**src/rtl/fire_sensor_conditioner.sv**
```systemverilog
// Flame-sensor front end: 2-FF synchroniser, bidirectional debounce, minimum
// alarm hold time, one-cycle fire/clear event pulses and a saturating event count.
module fire_sensor_conditioner #(
    parameter int DEBOUNCE_CYCLES = 1_000_000,
    parameter int HOLD_CYCLES     = 200_000_000,
    parameter bit ACTIVE_LOW_IN   = 1'b0
) (
    input  logic       clk,
    input  logic       rst_n,
    input  logic       sensor_in,
    output logic       fire_detect,
    output logic       fire_pulse,
    output logic       clear_pulse,
    output logic [7:0] fire_count,
    output logic [1:0] state
);

    // The hold counter must be able to hold HOLD_CYCLES itself, hence the +1.
    localparam int CNT_W  = (DEBOUNCE_CYCLES > 1) ? $clog2(DEBOUNCE_CYCLES) : 1;
    localparam int HOLD_W = (HOLD_CYCLES > 0) ? $clog2(HOLD_CYCLES + 1) : 1;
    localparam logic [CNT_W-1:0]  CNT_LAST  = CNT_W'(DEBOUNCE_CYCLES - 1);
    localparam logic [HOLD_W-1:0] HOLD_INIT = HOLD_W'(HOLD_CYCLES);

    typedef enum logic [1:0] {
        ST_SAFE   = 2'd0,
        ST_ARM    = 2'd1,
        ST_FIRE   = 2'd2,
        ST_DISARM = 2'd3
    } state_t;

    state_t              r_state;
    logic                r_sync1;
    logic                r_sync2;
    logic [CNT_W-1:0]    r_cnt;
    logic [HOLD_W-1:0]   r_hold;
    logic                r_fire_detect;
    logic                r_fire_pulse;
    logic                r_clear_pulse;
    logic [7:0]          r_fire_count;
    logic                w_p;

    assign w_p = sensor_in ^ ACTIVE_LOW_IN;

    always_ff @(posedge clk or negedge rst_n) begin
        if (!rst_n) begin
            r_state       <= ST_SAFE;
            r_sync1       <= 1'b0;
            r_sync2       <= 1'b0;
            r_cnt         <= '0;
            r_hold        <= '0;
            r_fire_detect <= 1'b0;
            r_fire_pulse  <= 1'b0;
            r_clear_pulse <= 1'b0;
            r_fire_count  <= 8'd0;
        end else begin
            r_sync1       <= w_p;
            r_sync2       <= r_sync1;
            r_fire_pulse  <= 1'b0;
            r_clear_pulse <= 1'b0;
            case (r_state)
                ST_SAFE: begin
                    if (r_sync2) begin
                        r_state <= ST_ARM;
                        r_cnt   <= '0;
                    end
                end
                ST_ARM: begin
                    if (!r_sync2) begin
                        r_state <= ST_SAFE;
                    end else if (r_cnt == CNT_LAST) begin
                        r_state       <= ST_FIRE;
                        r_hold        <= HOLD_INIT;
                        r_fire_detect <= 1'b1;
                        r_fire_pulse  <= 1'b1;
                        if (r_fire_count != 8'd255) begin
                            r_fire_count <= r_fire_count + 8'd1;
                        end
                    end else begin
                        r_cnt <= r_cnt + CNT_W'(1);
                    end
                end
                // The sensor is ignored until the hold time has fully elapsed.
                ST_FIRE: begin
                    if (r_hold != '0) begin
                        r_hold <= r_hold - HOLD_W'(1);
                    end else if (!r_sync2) begin
                        r_state <= ST_DISARM;
                        r_cnt   <= '0;
                    end
                end
                ST_DISARM: begin
                    if (r_sync2) begin
                        r_state <= ST_FIRE;
                    end else if (r_cnt == CNT_LAST) begin
                        r_state       <= ST_SAFE;
                        r_fire_detect <= 1'b0;
                        r_clear_pulse <= 1'b1;
                    end else begin
                        r_cnt <= r_cnt + CNT_W'(1);
                    end
                end
                default: r_state <= ST_SAFE;
            endcase
        end
    end

    assign fire_detect = r_fire_detect;
    assign fire_pulse  = r_fire_pulse;
    assign clear_pulse = r_clear_pulse;
    assign fire_count  = r_fire_count;
    assign state       = r_state;

endmodule

```
**config.mk**
```make
export PLATFORM = sky130hd
export DESIGN_NAME = fire_sensor_conditioner
export DESIGN_NICKNAME = d
export VERILOG_FILES = /design/src/rtl/fire_sensor_conditioner.sv
export SDC_FILE = /design/constraint.sdc
export NUM_CORES = 1
export LEC_CHECK = 0
export CORE_ASPECT_RATIO = 1.2
export CORE_MARGIN = 3
export CORE_UTILIZATION = 61
export DETAILED_ROUTE_END_ITERATION = 8
export PLACE_DENSITY = 0.8
export SKIP_CTS_REPAIR_TIMING = 1
export SLEW_MARGIN = 20
export SYNTH_ARGS = -nofsm -noshare
export SYNTH_HDL_FRONTEND = slang
export SYNTH_SLANG_ARGS = --single-unit
export TNS_END_PERCENT = 5
```
**constraint.sdc**
```tcl
create_clock -name clk -period 2.6 [get_ports clk]
set_input_delay 0.39 -clock clk [delete_from_list [all_inputs] [get_ports clk]]
set_output_delay 0.39 -clock clk [all_outputs]
set_load 0.02 [all_outputs]
```
# --- After elaboration in Yosys (flattened, before gate mapping) ---
# Index checks and enable logic that the tools add are counted.
op_classes:
  n_mux: 29
  add_sub_neg: 3
  eq_ne: 15
  reduce_logical: 9
op_table:
  columns: ["operator", "count"]
  rows:
  - ["$mux 20", 6]
  - ["$mux 28", 3]
  - ["$pmux 20 s4", 1]
  - ["$pmux 28 s2", 1]
  - ["$reduce_bool 28->1", 1]
  - ["$sub 28x1->28 const B", 1]
  - ["$add 20x1->20 const B", 1]
  - ["$eq 20x20->1 const B", 1]
  - ["$ne 2x2->1 const B", 8]
  - ["$reduce_and 5->1", 3]
  - ["$mux 2", 7]
  - ["$mux 1", 9]
  - ["$add 8x1->8 const B", 1]
  - ["$ne 8x8->1 const B", 1]
  - ["$pmux 2 s4", 1]
  - ["$reduce_and 4->1", 2]
  - ["$ne 3x3->1 const B", 2]
  - ["$eq 2x2->1 const B", 2]
  - ["$reduce_bool 2->1", 2]
  - ["$eq 2x1->1 const B", 1]
  - ["$logic_not 2->1", 1]
  - ["$pmux 1 s2", 1]
word_totals:
  output_inout_bits: 13
  word_cells: 65
  in_bits: 3
  register_bits: 63

# --- Longest topological paths before layout ---
# Gate-level depths: netlist of the first run.
depth:
  ltp_word: 4
  ltp_mapped: 9
  mapped_depth_nobuf: 7

# --- Least setup slack after synthesis of the first run ---
# No wires, ideal clock.
synth_timing:
  path_type: "register -> register"
  startpoint: "reg r_hold[8]"
  endpoint: "reg r_hold[21]"
  setup_slack_ps: 207
  t_arrival_ps: 2262
  setup_ps: 131
  path_buffers: 2
  stages_incl_launch_ff: 8
  period_less_slack_ps: 2393
  t_required_ps: 2469
  cell_sequence: "dfrtp_1 buf_6 or4_4 buf_6 nor4_4 nand3_2 o31a_1 or3_1"
synth_via:
  elab_chain_cells: 3
  word_cells_on_any_way: 6
  cone_classes: "add/sub: 1; eq/ne: 1; mux: 2; reduce/logical: 2"
synth_rtl:
  columns: ["item", "line_no", "text"]
  rows:
  - ["start, declared", "35", "logic [HOLD_W-1:0] r_hold;"]
  - ["start signal, assigned", "85", "r_hold <= r_hold - HOLD_W'(1);"]
  - ["$sub 28x1->28 or $reduce_bool 28->1 (tied branches)", "85, 84", null]
  - ["$mux 28 or $ne 2x2->1 (tied branches)", null, null]
  - ["$pmux 28 s2 or $reduce_and 4->1 (tied branches)", null, null]
# Parallel ways exist; a longest one is shown, timed or not. The select of a mux whose other input is x is not followed.
# A chain may end at the register's enable or synchronous reset.

# --- Worst setup path in the final report of the first run ---
layout_timing:
  startpoint: "reg r_hold[0]"
  endpoint: "reg r_cnt[3]"
layout_via:
  elab_chain_cells: 3
layout_rtl:
  columns: ["item", "line_no", "text"]
  rows:
  - ["$reduce_bool 28->1", "84", "if (r_hold != '0) begin"]
  - ["$ne 2x2->1 (no source line)", null, null]
  - ["$reduce_and 5->1 (no source line)", null, null]
  - ["end signal, assigned", "79", "r_cnt <= r_cnt + CNT_W'(1);"]
  - ["end signal, assigned", "99", "r_cnt <= r_cnt + CNT_W'(1);"]
  - ["end, declared", "34", "logic [CNT_W-1:0] r_cnt;"]
# Every way passes these cells.

==> results of run 1 <==
[per-layer routing]
layer  wire [um]  track usage
met1        3860        0.327
met2        4830        0.475
met3         372       0.0703
met4         262        0.150
met5           0            0
[kinds of logic after synthesis]
group | count (synthesis) | share of synthesized area
buffers and inverters | 33 | 0.0392
multiplexers | 17 | 0.0476
XOR/XNOR | 11 | 0.0249
AO/OA/AOI/OAI | 90 | 0.164
AND/OR/NAND/NOR | 202 | 0.304
flip-flops | 63 | 0.408
adder cells (fa/ha/maj) | 4 | 0.0129
[metrics by stage]
stage / power (mW) / worst slack, ns
floorplan: 1.07 / 0.207
global route: 2.17 / 0.0259
global placement: 1.11 / 0.0464
CTS: 2.10 / -0.0405
finish: 2.09 / 0.201
detailed placement: 1.12 / -0.0242
[power by group through the flow]
stage	Sequential, mW	Combinational, mW	Clock, mW
detailed placement	1.03	0.0863	0
finish	1.01	0.0870	0.989
floorplan	1.03	0.0448	0
CTS	1.01	0.0877	1.00
global route	1.02	0.0976	1.05
global placement	1.03	0.0834	0
[critical path, cell delays in order, from the launching register on]
cell and delay (ns):
dfrtp_1 0.37, inv_1 0.09, ha_1 0.19, nor4b_1 0.14
buf_4 0.15, and4_1 0.21, a211oi_1 0.73, nand2b_1 0.29
a22o_1 0.17
[cell usage in the layout (no fill, tap or decap), drive strengths merged, types with 8 or more instances in the layout]
master | synthesis | final
xnor2 | 8 | 8
nor3 | 14 | 14
nand2 | 24 | 24
nand2b | 17 | 17
a21oi | 21 | 21
or4 | 8 | 8
o21ai | 14 | 14
nor4 | 19 | 19
or3 | 14 | 14
buf | 7 | 25
a221o | 11 | 11
nor2 | 35 | 35
nand4 | 13 | 13
mux2 | 11 | 11
dfrtp | 63 | 63
clkdlybuf4s50 | 0 | 14
clkbuf | 19 | 12
nand3 | 16 | 16
[cell type report]
type                    instances  share of cell area
multi-input cells             324               0.486
flip-flops and latches         63               0.357
repair buffers                 39              0.0764
clock buffers                  12              0.0374
well taps                      82              0.0232
clock inverters                 3              0.0147
inverters                       7             0.00594
[cells in the mapped netlist, types with 6 or more instances]
master	instances	area, um^2
a21oi_1	20	100
a221o_1	11	110
and3_1	6	37.5
and4_1	6	52.6
clkbuf_1	19	71.3
dfrtp_1	63	1580
inv_1	7	26.3
mux2_2	11	124
mux2i_1	6	60.1
nand2_1	24	90.1
nand2b_1	17	106
nand3_1	15	75.1
nand4_1	12	75.1
nor2_1	35	131
nor2b_1	7	43.8
nor3_1	14	70.1
nor4_1	17	106
o21ai_0	14	70.1
o31ai_1	7	52.6
or3_1	14	87.6
or4_1	7	52.6
xnor2_1	8	70.1
[flip-flops by register name, indices dropped and copies added (netlist names), named ones only]
signal       count
fire_count       8
state            1
r_cnt           20
r_sync1          1
fire_detect      1
r_hold          28
clear_pulse      1
r_sync2          1
fire_pulse       1
[how the worst min path moves through the flow]
stage / from / end / slack (ns)
floorplan: rst_n / async pin / 0.09
global placement: r_sync1$_DFF_PN0_ / r_sync2$_DFF_PN0_ / 0.35
detailed placement: r_sync1$_DFF_PN0_ / r_sync2$_DFF_PN0_ / 0.36
CTS: rst_n / fire_count[3]$_DFFE_PN0P_ / 0.14
global route: rst_n / fire_count[6]$_DFFE_PN0P_ / 0.16
finish: rst_n / fire_count[6]$_DFFE_PN0P_ / 0.13
==> impl_metrics.env, run 1 <==
export IMPL_clk_latency_ns=0.34
export IMPL_core_area_mm2=0.00609
export IMPL_synth_seq_area_share=0.408
export IMPL_status="complete, no violations"
export IMPL_detailedRoute_firstIterationViolations=336
export IMPL_reg2reg_to="r_cnt[3]$_DFFE_PN0P_"
export IMPL_finalInstanceArea_mm2=0.00442
export IMPL_async_flop_share=1.00
export IMPL_fp_dieH_um=93.2
export IMPL_routed_via_density=6.49
export IMPL_end_kind="flop"
export IMPL_cts_htree_levels=3
export IMPL_endpoint="r_cnt[3]$_DFFE_PN0P_"
export IMPL_synth_ff_type="dfrtp_1"
export IMPL_rsz0062_at_grt="no"
export IMPL_seq_area_mm2=0.00158
export IMPL_io_buffers=15
export IMPL_hold_path_class="input port to async pin"
export IMPL_synth_edf_count=0
export IMPL_setup_tns_final_ns=0
export IMPL_netSwitchingPower_uw=453
export IMPL_numCtsBuffers=9
export IMPL_min_period_ns=2.40
export IMPL_nFillCells=455
export IMPL_reg2regPathDepth=8
export IMPL_grt_pass1_vias=3473
export IMPL_clock_sinks=63
export IMPL_cp_data_required_time_ns=2.88
export IMPL_synth_nets=427
export IMPL_seq_power_share=0.485
export IMPL_clk_path_buf_depth=2
export IMPL_tightestPinTransition_ns=0.844
export IMPL_slew_headroom=0.434
export IMPL_antenna_cells=0
export IMPL_dieWidth_um=78.7
export IMPL_nets=451
export IMPL_grt_max_degree=34
export IMPL_drc=0
export IMPL_drt_wl_total_um=9330
export IMPL_cts_tree="yes"
export IMPL_grtUsageTotal=0.281
export IMPL_place_detailed_hpwl_um=6440
export IMPL_arrival_ns=2.68
export IMPL_hold_viol_final=0
export IMPL_fin_util=0.726
export IMPL_dp_cells=514
export IMPL_gp_congestion=0.967
export IMPL_grt_pass1_wl_um=16300
export IMPL_antenna_found_initial=0
export IMPL_placement_rows=31
export IMPL_grt_ovfl_total=0
export IMPL_rrSetupSlack_ns=0.20
export IMPL_yosysWarnings=0
export IMPL_p_sw_frac=0.217
export IMPL_clkPwrFrac=0.473
export IMPL_ant_nets=0
export IMPL_multi_input_area_mm2=0.00215
export IMPL_initial_core_util=0.635
export IMPL_drive_gt1_frac=0.154
export IMPL_start_kind="flop"
export IMPL_path_clk_slew_ns=0.07
export IMPL_dieArea_mm2=0.00733
export IMPL_crit_fanout=8
export IMPL_fmax_mhz=417
export IMPL_timing_final_crit_share=0.923
export IMPL_syn_inst=420
export IMPL_wl_per_cell_um=17.6
export IMPL_cell_internal_pwr_mw=1.64
export IMPL_clock_skew_ns=0.0132
export IMPL_setup_violations=0
export IMPL_avgSynthCellArea_um2=9.21
export IMPL_io_pins=16
export IMPL_ys_types=60
export IMPL_combPwrFrac=0.042
export IMPL_crit_start="r_hold[0]$_DFFE_PN0P_"
export IMPL_final_instance_count_excl_fill=530
export IMPL_num_vias=3440
export IMPL_ir_worst_vdd_mv=0.397
export IMPL_placed_cell_area_mm2=0.00417
export IMPL_area_growth_pct=14.3
export IMPL_maxCapViolations=0
export IMPL_r2r_start="r_hold[0]$_DFFE_PN0P_"
export IMPL_cellLeakagePower_nw=2.01
export IMPL_cts_root_buffer="clkbuf_8"
export IMPL_finalMaxSlewViolations=0
export IMPL_critPathKind="flop to flop"
export IMPL_powerDensity_mw_per_mm2=473
export IMPL_timing_hold_ws_ns=0.133
export IMPL_synth_area_mm2=0.00387
export IMPL_drtPass1Iterations=5
export IMPL_ys_ff_latch=63
Power figures use the tool's default switching activity.
==> run 2: changes to the inputs <==
CTS_BUF_LIST = sky130_fd_sc_hd__clkbuf_8 sky130_fd_sc_hd__clkbuf_16   (was unset)
==> results of run 2 <==
Same layout as run 1: the final DEF is identical, and so are final timing and power.
